## src/rtl/kch_pkg.sv

```systemverilog
// Shared types and constants for the known-CH receive sequencer.
package kch_pkg;

    localparam int WORD_WIDTH = 16;

    localparam logic [WORD_WIDTH-1:0] HOPS_INIT = 16'hFFFF;

    typedef enum logic [1:0] {
        PKT_HB  = 2'd0,
        PKT_CHE = 2'd1
    } pkt_type_e;

    typedef enum logic [2:0] {
        ST_IDLE    = 3'd0,
        ST_HB_CLR  = 3'd1,
        ST_COLLECT = 3'd2,
        ST_STAGE   = 3'd3,
        ST_ISSUE   = 3'd4,
        ST_SETTLE  = 3'd5,
        ST_DONE    = 3'd6
    } kch_state_e;

    function automatic logic [WORD_WIDTH-1:0] sat_inc(input logic [WORD_WIDTH-1:0] v);
        return (v == '1) ? v : v + 1'b1;
    endfunction

endpackage

```

## src/rtl/kch_rx_sequencer_if.sv

```systemverilog
// Received-packet handshake bus feeding the known-CH sequencer.
interface kch_rx_sequencer_if;
    import kch_pkg::*;

    logic                  pkt_valid;
    logic                  pkt_ready;
    logic [1:0]            pkt_type;
    logic [WORD_WIDTH-1:0] pkt_src;
    logic [WORD_WIDTH-1:0] pkt_hops;
    logic [WORD_WIDTH-1:0] pkt_qvalue;

    modport master (
        output pkt_valid, pkt_type, pkt_src, pkt_hops, pkt_qvalue,
        input  pkt_ready
    );

    modport slave (
        input  pkt_valid, pkt_type, pkt_src, pkt_hops, pkt_qvalue,
        output pkt_ready
    );

endinterface

```

## src/rtl/kch_window_timer.sv

```systemverilog
// Loadable down-counter that saturates at zero; load wins over decrement.
module kch_window_timer
    import kch_pkg::*;
#(
    parameter int W = WORD_WIDTH
) (
    input  logic         clk,
    input  logic         nrst,
    input  logic         load_i,
    input  logic [W-1:0] load_val_i,
    input  logic         dec_i,
    output logic         zero_o
);

    logic [W-1:0] cnt_q, cnt_d;

    always_comb begin
        cnt_d = cnt_q;
        if (load_i)
            cnt_d = load_val_i;
        else if (dec_i && cnt_q != '0)
            cnt_d = cnt_q - 1'b1;
    end

    always_ff @(posedge clk or negedge nrst) begin
        if (!nrst) cnt_q <= '0;
        else       cnt_q <= cnt_d;
    end

    assign zero_o = (cnt_q == '0);

endmodule

```

## src/rtl/kch_rx_sequencer.sv

```systemverilog
// Decodes HB/CHE packets into knownCH clear/capture pulses with per-round limit and window.
// Optional build macro: KCH_SELF_FILTER_EN drops CHE packets sent by this node.
module kch_rx_sequencer
    import kch_pkg::*;
#(
    parameter int WINDOW_CYCLES = 64,
    parameter int SETTLE_CYCLES = 4
) (
    input  logic                  clk,
    input  logic                  nrst,
    input  logic [WORD_WIDTH-1:0] myNodeID,
    input  logic [WORD_WIDTH-1:0] HB_CHlimit,
    kch_rx_sequencer_if.slave     pkt,
    output logic                  HB_reset,
    output logic                  en_KCH,
    output logic [WORD_WIDTH-1:0] fCH_ID,
    output logic [WORD_WIDTH-1:0] fCH_Hops,
    output logic [WORD_WIDTH-1:0] fCH_QValue,
    output logic [WORD_WIDTH-1:0] ch_count,
    output logic                  round_done
);

    localparam int SW = (SETTLE_CYCLES > 1) ? $clog2(SETTLE_CYCLES) : 1;

    kch_state_e            state_q;
    logic                  hb_reset_q, en_kch_q, round_done_q;
    logic [WORD_WIDTH-1:0] fch_id_q, fch_hops_q, fch_qv_q, ch_count_q, limit_q;
    logic [SW-1:0]         settle_q;

    logic win_zero, accept, is_hb, is_che, self_drop, win_dec;

    assign is_hb  = (pkt.pkt_type == PKT_HB);
    assign is_che = (pkt.pkt_type == PKT_CHE);

`ifdef KCH_SELF_FILTER_EN
    assign self_drop = (pkt.pkt_src == myNodeID);
`else
    // myNodeID only matters when self filtering is built in
    logic unused_node_id;
    assign unused_node_id = ^myNodeID;
    assign self_drop      = 1'b0;
`endif

    assign pkt.pkt_ready = (state_q == ST_IDLE) || (state_q == ST_DONE) ||
                           ((state_q == ST_COLLECT) && !win_zero);
    assign accept        = pkt.pkt_valid && pkt.pkt_ready;

    // Window counts from the HB_reset cycle, so HB_CLR decrements as well.
    assign win_dec = (state_q == ST_HB_CLR) || (state_q == ST_COLLECT) ||
                     (state_q == ST_STAGE)  || (state_q == ST_ISSUE)   ||
                     (state_q == ST_SETTLE);

    kch_window_timer #(.W(WORD_WIDTH)) u_window (
        .clk       (clk),
        .nrst      (nrst),
        .load_i    (accept && is_hb),
        .load_val_i(WORD_WIDTH'(WINDOW_CYCLES)),
        .dec_i     (win_dec),
        .zero_o    (win_zero)
    );

    always_ff @(posedge clk or negedge nrst) begin
        if (!nrst) begin
            state_q      <= ST_IDLE;
            hb_reset_q   <= 1'b0;
            en_kch_q     <= 1'b0;
            round_done_q <= 1'b0;
            fch_id_q     <= '0;
            fch_hops_q   <= HOPS_INIT;
            fch_qv_q     <= '0;
            ch_count_q   <= '0;
            limit_q      <= '0;
            settle_q     <= '0;
        end else begin
            hb_reset_q <= 1'b0;
            en_kch_q   <= 1'b0;
            if (accept && is_hb) begin
                // An HB restarts the round from any state that is ready.
                state_q      <= ST_HB_CLR;
                hb_reset_q   <= 1'b1;
                ch_count_q   <= '0;
                round_done_q <= 1'b0;
                limit_q      <= HB_CHlimit;
            end else begin
                case (state_q)
                    ST_HB_CLR: state_q <= ST_COLLECT;
                    ST_COLLECT: begin
                        if (accept) begin
                            if (is_che && !self_drop) begin
                                fch_id_q   <= pkt.pkt_src;
                                fch_hops_q <= pkt.pkt_hops;
                                fch_qv_q   <= pkt.pkt_qvalue;
                                state_q    <= ST_STAGE;
                            end
                        end else if (win_zero) begin
                            state_q      <= ST_DONE;
                            round_done_q <= 1'b1;
                        end
                    end
                    ST_STAGE: begin
                        en_kch_q <= 1'b1;
                        state_q  <= ST_ISSUE;
                    end
                    ST_ISSUE: begin
                        ch_count_q <= sat_inc(ch_count_q);
                        settle_q   <= SW'(SETTLE_CYCLES - 1);
                        state_q    <= ST_SETTLE;
                    end
                    ST_SETTLE: begin
                        if (settle_q != '0) begin
                            settle_q <= settle_q - 1'b1;
                        end else if (win_zero || (limit_q != '0 && ch_count_q == limit_q)) begin
                            state_q      <= ST_DONE;
                            round_done_q <= 1'b1;
                        end else begin
                            state_q <= ST_COLLECT;
                        end
                    end
                    default: ; // IDLE/DONE drop non-HB packets
                endcase
            end
        end
    end

    assign HB_reset   = hb_reset_q;
    assign en_KCH     = en_kch_q;
    assign fCH_ID     = fch_id_q;
    assign fCH_Hops   = fch_hops_q;
    assign fCH_QValue = fch_qv_q;
    assign ch_count   = ch_count_q;
    assign round_done = round_done_q;

endmodule

```

## src/flat_wrapper.sv

```systemverilog
// flat-port wrapper written by rule: the top's interface ports become plain ports
module kch_rx_sequencer_flat import kch_pkg::*;
#(
    parameter int WINDOW_CYCLES = 64,
    parameter int SETTLE_CYCLES = 4
)
  (clk, nrst, myNodeID, HB_CHlimit, HB_reset, en_KCH, fCH_ID, fCH_Hops, fCH_QValue, ch_count, round_done, pkt_pkt_valid, pkt_pkt_type, pkt_pkt_src, pkt_pkt_hops, pkt_pkt_qvalue, pkt_pkt_ready);
  kch_rx_sequencer_if pkt_i ();
  input  logic clk;
  input  logic nrst;
  input  logic [WORD_WIDTH-1:0] myNodeID;
  input  logic [WORD_WIDTH-1:0] HB_CHlimit;
  output logic HB_reset;
  output logic en_KCH;
  output logic [WORD_WIDTH-1:0] fCH_ID;
  output logic [WORD_WIDTH-1:0] fCH_Hops;
  output logic [WORD_WIDTH-1:0] fCH_QValue;
  output logic [WORD_WIDTH-1:0] ch_count;
  output logic round_done;
  input wire logic [$bits(pkt_i.pkt_valid)-1:0] pkt_pkt_valid;
  input wire logic [$bits(pkt_i.pkt_type)-1:0] pkt_pkt_type;
  input wire logic [$bits(pkt_i.pkt_src)-1:0] pkt_pkt_src;
  input wire logic [$bits(pkt_i.pkt_hops)-1:0] pkt_pkt_hops;
  input wire logic [$bits(pkt_i.pkt_qvalue)-1:0] pkt_pkt_qvalue;
  output wire logic [$bits(pkt_i.pkt_ready)-1:0] pkt_pkt_ready;
  assign pkt_i.pkt_valid = pkt_pkt_valid;
  assign pkt_i.pkt_type = pkt_pkt_type;
  assign pkt_i.pkt_src = pkt_pkt_src;
  assign pkt_i.pkt_hops = pkt_pkt_hops;
  assign pkt_i.pkt_qvalue = pkt_pkt_qvalue;
  assign pkt_pkt_ready = pkt_i.pkt_ready;
  kch_rx_sequencer #(.WINDOW_CYCLES(WINDOW_CYCLES), .SETTLE_CYCLES(SETTLE_CYCLES)) u_core (.clk(clk), .nrst(nrst), .myNodeID(myNodeID), .HB_CHlimit(HB_CHlimit), .pkt(pkt_i), .HB_reset(HB_reset), .en_KCH(en_KCH), .fCH_ID(fCH_ID), .fCH_Hops(fCH_Hops), .fCH_QValue(fCH_QValue), .ch_count(ch_count), .round_done(round_done));
endmodule
```

## config.mk

```make
export PLATFORM = sky130hd
export DESIGN_NAME = kch_rx_sequencer_flat
export DESIGN_NICKNAME = d
export VERILOG_FILES = /design/src/rtl/kch_pkg.sv /design/src/rtl/kch_rx_sequencer_if.sv /design/src/rtl/kch_window_timer.sv /design/src/rtl/kch_rx_sequencer.sv /design/src/flat_wrapper.sv
export SDC_FILE = /design/constraint.sdc
export NUM_CORES = 1
export LEC_CHECK = 0
export ABC_AREA = 1
export BUFFER_PORTS_ARGS = -buffer_cell sky130_fd_sc_hd__buf_2
export CORE_MARGIN = 3
export CORE_UTILIZATION = 56
export CTS_CLUSTER_SIZE = 10
export DETAILED_ROUTE_END_ITERATION = 6
export PLACE_DENSITY = 0.95
export SETUP_SLACK_MARGIN = 0.3
export SKIP_LAST_GASP = 1
export SYNTH_ARGS = -nofsm -noshare
export SYNTH_HDL_FRONTEND = slang
export SYNTH_SLANG_ARGS = --single-unit
```

## constraint.sdc

```tcl
create_clock -name clk -period 4.28 [get_ports clk]
set_input_delay 0.856 -clock clk [delete_from_list [all_inputs] [get_ports clk]]
set_output_delay 0.856 -clock clk [all_outputs]
set_load 0.01 [all_outputs]
```

Word-level counts from Yosys, hierarchy flattened --
Index checks and enable logic that the tools add are counted.
Storage, ports and cells: register bits 104, input bits 85, output and inout bits 68, word-level logic and storage cells 84
Operators by class: add/subtract/negate cells 3, equal/unequal tests 17, muxes and demuxes 23, bitwise gates (word level) 1, reduce and logical (&&, ||, !) cells 29
Operator list (number):
- two-way mux 16 bit | 5
- nonzero test 16 bit | 2
- two-way mux 3 bit | 6
- adder 16 x 1 -> 16 bit, second input constant | 1
- == test 16 bit | 1
- == test 16 bit, second input constant | 1
- zero test 16 bit | 1
- subtractor 16 x 1 -> 16 bit, second input constant | 1
- case mux 3 bit (5 select lines) | 1
- == test 3 bit, second input constant | 3
- inequality test 3 bit, second input constant | 3
- two-way mux 1 bit | 8
- AND reduction 4 bit | 2
- nonzero test 2 bit | 4
- logical OR 1 bit | 7
- == test 3 x 2 -> 1 bit, second input constant | 2
- nonzero test 6 bit | 1
- logical AND 1 bit | 5
- AND reduction 5 bit | 1
- inequality test 2 bit, second input constant | 2
- inequality test 4 x 2 -> 1 bit, second input constant | 1
- inequality test 4 bit, second input constant | 1
- case mux 2 bit (2 select lines) | 1
- == test 3 x 1 -> 1 bit, second input constant | 1
- 12 further kinds | 12

Depth between registers and ports, before layout --
word-level depth 8, mapped depth 14, depth with buffers taken out 13

By module --
From an unflattened synthesis, not the netlist that was laid out.
Second synthesis, totals: cells, all modules 617, area, all modules 5487.8 um2
Modules (own cells, without submodules):
- kch_rx_sequencer | times used 1, cells an instance 434, area each 4232.8 um2, sequential area each 2222.1 um2
- kch_window_timer | times used 1, cells an instance 183, area each 1255.0 um2, sequential area each 400.4 um2

Worst setup path after synthesis --
No wires, ideal clock.
kind register to output, start point register u_core.u_window.cnt_q[0], end point output port pkt_pkt_ready, arrival 1.100 ns, data required time 3.424 ns, slack 2.324 ns, stages on the path, launching flop included 8, buffers on the path 0, path through dfrtp_1 -> inv_1 -> ha_1 -> nand2_2 -> nor2_4 -> nand2_4 -> nor2_4 -> nor2_4
Between the ends: longest elaborated chain between the ends 4
RTL lines:
- start: declaration | RTL line kch_window_timer.sv:15 | logic [W-1:0] cnt_q, cnt_d;
- start signal: assignment | RTL line kch_window_timer.sv:27 | else cnt_q <= cnt_d;
- zero test 16 bit | RTL line kch_window_timer.sv:30 | assign zero_o = (cnt_q == '0);
- zero test 1 bit | RTL line kch_rx_sequencer.sv:45 | ((state_q == ST_COLLECT) && !win_zero);
- logical AND 1 bit | RTL line kch_rx_sequencer.sv:45
- logical OR 1 bit | RTL line kch_rx_sequencer.sv:44 | assign pkt.pkt_ready = (state_q == ST_IDLE) || (state_q == ST_DONE) ||
- end: declaration | RTL line flat_wrapper.sv:25 | output wire logic [$bits(pkt_i.pkt_ready)-1:0] pkt_pkt_ready;
Every way passes these cells.

Final worst setup path --
start point register u_core.u_window.cnt_q[0], end point register u_core.limit_q[12]
Between the ends: longest elaborated chain between the ends 6
RTL lines:
- zero test 16 bit | RTL line kch_window_timer.sv:30
- zero test 1 bit | RTL line kch_rx_sequencer.sv:45
- logical AND 1 bit | RTL line kch_rx_sequencer.sv:45
- logical OR 1 bit | RTL line kch_rx_sequencer.sv:44
- logical AND 1 bit | RTL line kch_rx_sequencer.sv:46 | assign accept = pkt.pkt_valid && pkt.pkt_ready;
- logical AND 1 bit | RTL line kch_rx_sequencer.sv:77 | if (accept && is_hb) begin
- end signal: assignment | RTL line kch_rx_sequencer.sv:83 | limit_q <= HB_CHlimit;
- end: declaration | RTL line kch_rx_sequencer.sv:27 | logic [WORD_WIDTH-1:0] fch_id_q, fch_hops_q, fch_qv_q, ch_count_q, limit_q;
Every way passes these cells. A chain may end at the register's enable or synchronous reset.

==> summary by stage <==
STA
The least setup slack across all paths after layout is 1558 ps. The count of endpoints failing hold in the final timing report is 0. The transition time at the pin with the least slew margin is ~1100 ps. Setup total negative slack on the finished layout was measured at 0 ps. Of the available clock period, the critical path in the final layout requires 63.60%. The setup-violating endpoint count in the final report is 0. The count of pins over their slew limit is 0. The worst path in the final design needs a cycle of 2722 ps, including I/O delays and setup. In this run the tightest slew margin relative to its limit is between 20% and 30%. Derived from the worst setup path, the maximum achievable clock frequency is around 370 MHz.

Setup repair after global routing left no endpoint under its margin. For the final database, setup skew stands at 10.64 ps. On the final layout, the worst hold slack is around 470 ps.

GRT
The met3 track utilization from global routing is between 5 and 6%. The met2 demand-to-capacity share in global routing is around two fifths. Entering global routing, the biggest net connects 97 pins.

The number of global-route vias before repair came to 4134. Global routing finished with a remaining overflow of 0. The most used routing layer is met2. Global routing used 23.71% of the available tracks. The wire length of the first global-routing pass is about 20 mm. The met1 capacity usage during global routing is a little over 30%. The number of antenna violations at the first check in global routing is 0.

Detailed routing
The detailed-router iteration count before antenna repair is 6. Detailed routing inserted a total of approximately 4700 vias. The total wire length is approximately 12 mm.

In this run, the number of DRC markers left after iteration 0 of detailed routing was 260. For this run, design rule violations remaining after detail routing come to 0. Dividing the detail-routed via count by the number of cells gives approximately 5.1.

The routed length per instance is around 13 um. The number of nets with antenna violations after detailed routing is 0.

Final layout
The library cell used most frequently in the layout, excluding fill and tap cells, is nand2_1. Relative to the synthesized area, the layout overhead comes to 17.39%. The count of nets after finishing is between 800 and 900. Summing all non-filler instances in the final layout gives an area of a little over 0.006 mm^2. The post-route netlist has 23.57% of its cells at a drive strength greater than 1. Leaving out fill and tap cells, the most frequent cells in the layout are nand2_1 (189), buf_2 (135), inv_1 (116).

The antenna diode count is 0. The fill cell instance count of the final layout is 742.

CTS
Gates resized during post-CTS repair numbered 0. The worst-skew pair later-pin latency is around 370 ps. The clock transition at the registers of the reported paths is around 90 ps.

The CTS tree is yes. The number of setup buffers added after CTS is 0. TritonCTS created 9 clock buffers. The H-tree generated during clock tree synthesis spans 3 levels.

The clock root buffer is clkbuf_8. The cts-stage hold buffer count is 0. For this design, the sink count on the clock tree is between 100 and 150. The longest clock path from root to sink contains 2 buffers.

Placement
The number of buffers inserted by port buffering is ~140. Detailed placement ended at an HPWL of just under 9 mm. The worst setup timing slack at the placement stage is 1560 ps.

At the end of routability-driven placement, the weighted congestion stood at 0.9377. The total placed instance area is about 0.0059 mm^2.

Critical path
The peak fanout along the critical path is 42. The buffers plus inverters on the worst setup path is 3. The critical path goes through inv_1 -> ha_1 -> nand2_2 -> nor2_4 -> nand2_4 -> nor2_4 -> nor2_4 -> nand3_1 -> buf_4 -> inv_1 -> o21ai_0. The top cell family by delay on the critical path is buffers and inverters.

In this design, the stage delay of the slowest critical-path cell is about 560 ps. The required time of the worst setup path is between 4000 and 5000 ps. Data arrives at the worst endpoint at approximately 3000 ps. The slowest library cell on the worst path is inv_1. STA classifies the critical path endpoint as a flop. The setup path with the least slack is of type reg2reg. The most used cell along the critical path is nor2_4. STA classifies the critical path startpoint as a flop.

Die
The initial utilization of the core area, before any placement, comes to between 50% and 60%. The area of the core is between 0.008 and 0.009 mm^2. The floorplan step defined a die boundary enclosing 0.01055 mm^2. The standard-cell row count is 34.

Measured along the y axis, the die boundary spans around 100 um. From left edge to right edge, the die measures a little over 100 um. The number of placed I/O pins is around 150.

Logic synthesis
A synthesized cell averages just under 8 um^2. The number of nets handed over by synthesis was between 700 and 800. Sequential cells were found to cover 50.07% of the synthesized design area. The synthesized netlist occupies a cell area of 0.005238 mm^2. For this run, the number of Yosys warnings is 0. Counting flops and latches in the post-synthesis netlist gives 104. The number of cells produced by synthesis is 670.

The number of different library cells used by synthesis comes to 34.

Worst hold path
The path category of the worst min-delay check is reg2reg.

Run
Max-cap violations in this run came to 0.

Pwr
The worst voltage drop across the vdd grid is 421.2 uV. The cell area power density is 640.6 mW/mm^2. The static leakage is between 3 and 4 nW.

Status
The flow ran to the end, and the final reports show no timing, DRC or antenna violations.
[cells in the mapped netlist]
| cell | instances | share of area (%) |
|---|---|---|
| a21oi_1 | 8 | 0.76 |
| a21oi_2 | 1 | 0.17 |
| a31oi_1 | 2 | 0.24 |
| buf_2 | 6 | 0.57 |
| buf_4 | 2 | 0.29 |
| buf_6 | 6 | 1.3 |
| clkbuf_1 | 4 | 0.29 |
| dfrtp_1 | 88 | 42 |
| dfstp_2 | 16 | 8.0 |
| ha_1 | 3 | 0.72 |
| inv_1 | 116 | 8.3 |
| inv_2 | 1 | 0.072 |
| nand2_1 | 189 | 14 |
| nand2_2 | 3 | 0.36 |
| nand2_4 | 2 | 0.43 |
| nand3_1 | 21 | 2.0 |
| nand3_2 | 2 | 0.38 |
| nand3b_1 | 2 | 0.29 |
| nand3b_4 | 1 | 0.38 |
| nand4_1 | 15 | 1.8 |
| nor2_1 | 57 | 4.1 |
| nor2_2 | 4 | 0.48 |
| nor2_4 | 5 | 1.1 |
| nor3_1 | 10 | 0.96 |
| nor3b_1 | 2 | 0.29 |
| nor4_1 | 2 | 0.24 |
| nor4_4 | 1 | 0.41 |
| o2111ai_1 | 1 | 0.17 |
| o211ai_1 | 1 | 0.14 |
| o21ai_0 | 48 | 4.6 |
| o21ai_1 | 40 | 3.8 |
| or2_2 | 1 | 0.12 |
| xnor2_1 | 1 | 0.17 |
| xor2_1 | 9 | 1.5 |
[worst paths after layout]
| path | startpoint | endpoint | slack, ps | depth (start not counted) |
|---|---|---|---|---|
| min reg2reg | u_core.fCH_Hops[7] | u_core.fCH_Hops[7] | 470 | 2 |
| max in group asynchronous | nrst | u_core.u_window.cnt_q[12] | 2770 | 2 |
| max | u_core.u_window.cnt_q[0] | u_core.limit_q[12] | 1560 | 11 |
| min in group asynchronous | nrst | u_core.fCH_ID[2] | 630 | 1 |
| max reg2reg | u_core.u_window.cnt_q[0] | u_core.limit_q[12] | 1560 | 11 |
| min | u_core.fCH_Hops[7] | u_core.fCH_Hops[7] | 470 | 2 |
[area by class of cell]
type / count / area (um^2) / share of cell area, %
clock buffer: 11 / 141.4 / 2.300
clock inverter: 5 / 63.81 / 1.038
sequential: 104 / 2623 / 42.65
tap: 108 / 135.1 / 2.198
inverter: 117 / 439.2 / 7.143
timing repair buffer: 138 / 698.2 / 11.36
multi-input combinational: 431 / 2048 / 33.31
[worst min-delay path, stage by stage, from the launching register on]
cell	delay (ps)
dfstp_2	380
nand2_1	50
o21ai_1	50
[state kept, by name, indices dropped and copies added, names as in the netlist]
signal                 cells
u_core.HB_reset            1
u_core.ch_count           16
u_core.en_KCH              1
u_core.fCH_Hops           16
u_core.fCH_ID             16
u_core.fCH_QValue         16
u_core.limit_q            16
u_core.round_done          1
u_core.settle_q            2
u_core.state_q             3
u_core.u_window.cnt_q     16
[stage by stage]
stage | total power [mW] | util, % | cells
after floorplan | 2.775 | - | 670
after global placement | 3.245 | 66.84 | 898
after detailed placement | 3.320 | 66.84 | 898
after CTS | 3.958 | 69.15 | 914
after global routing | 4.276 | 69.15 | 914
final | 3.939 | 69.15 | 914
[cells by family after synthesis]
group	after synthesis	share of synthesized area (%)
AO/OA/AOI/OAI	101	9.890
XOR/XNOR	10	1.672
adder cells (fa/ha/maj)	3	0.7168
buffers and inverters	135	10.82
flip-flops	104	50.07
AND/OR/NAND/NOR	317	26.83
[power by group]
group | switching [mW] | leakage (nW) | internal (mW)
clock network | 0.336 | 0.100 | 0.291
logic | 1.02 | 2.05 | 0.610
registers | 0.249 | 1.30 | 1.44
total | 1.60 | 3.45 | 2.34
[metal layers]
metal	vias to the layer above	share of wire, %
met4	0	1.1
met5	-	0
met3	13	5.7
li1	2352	-
met1	2166	42
met2	147	51
Note: power is estimated with default switching activity, not from simulation.
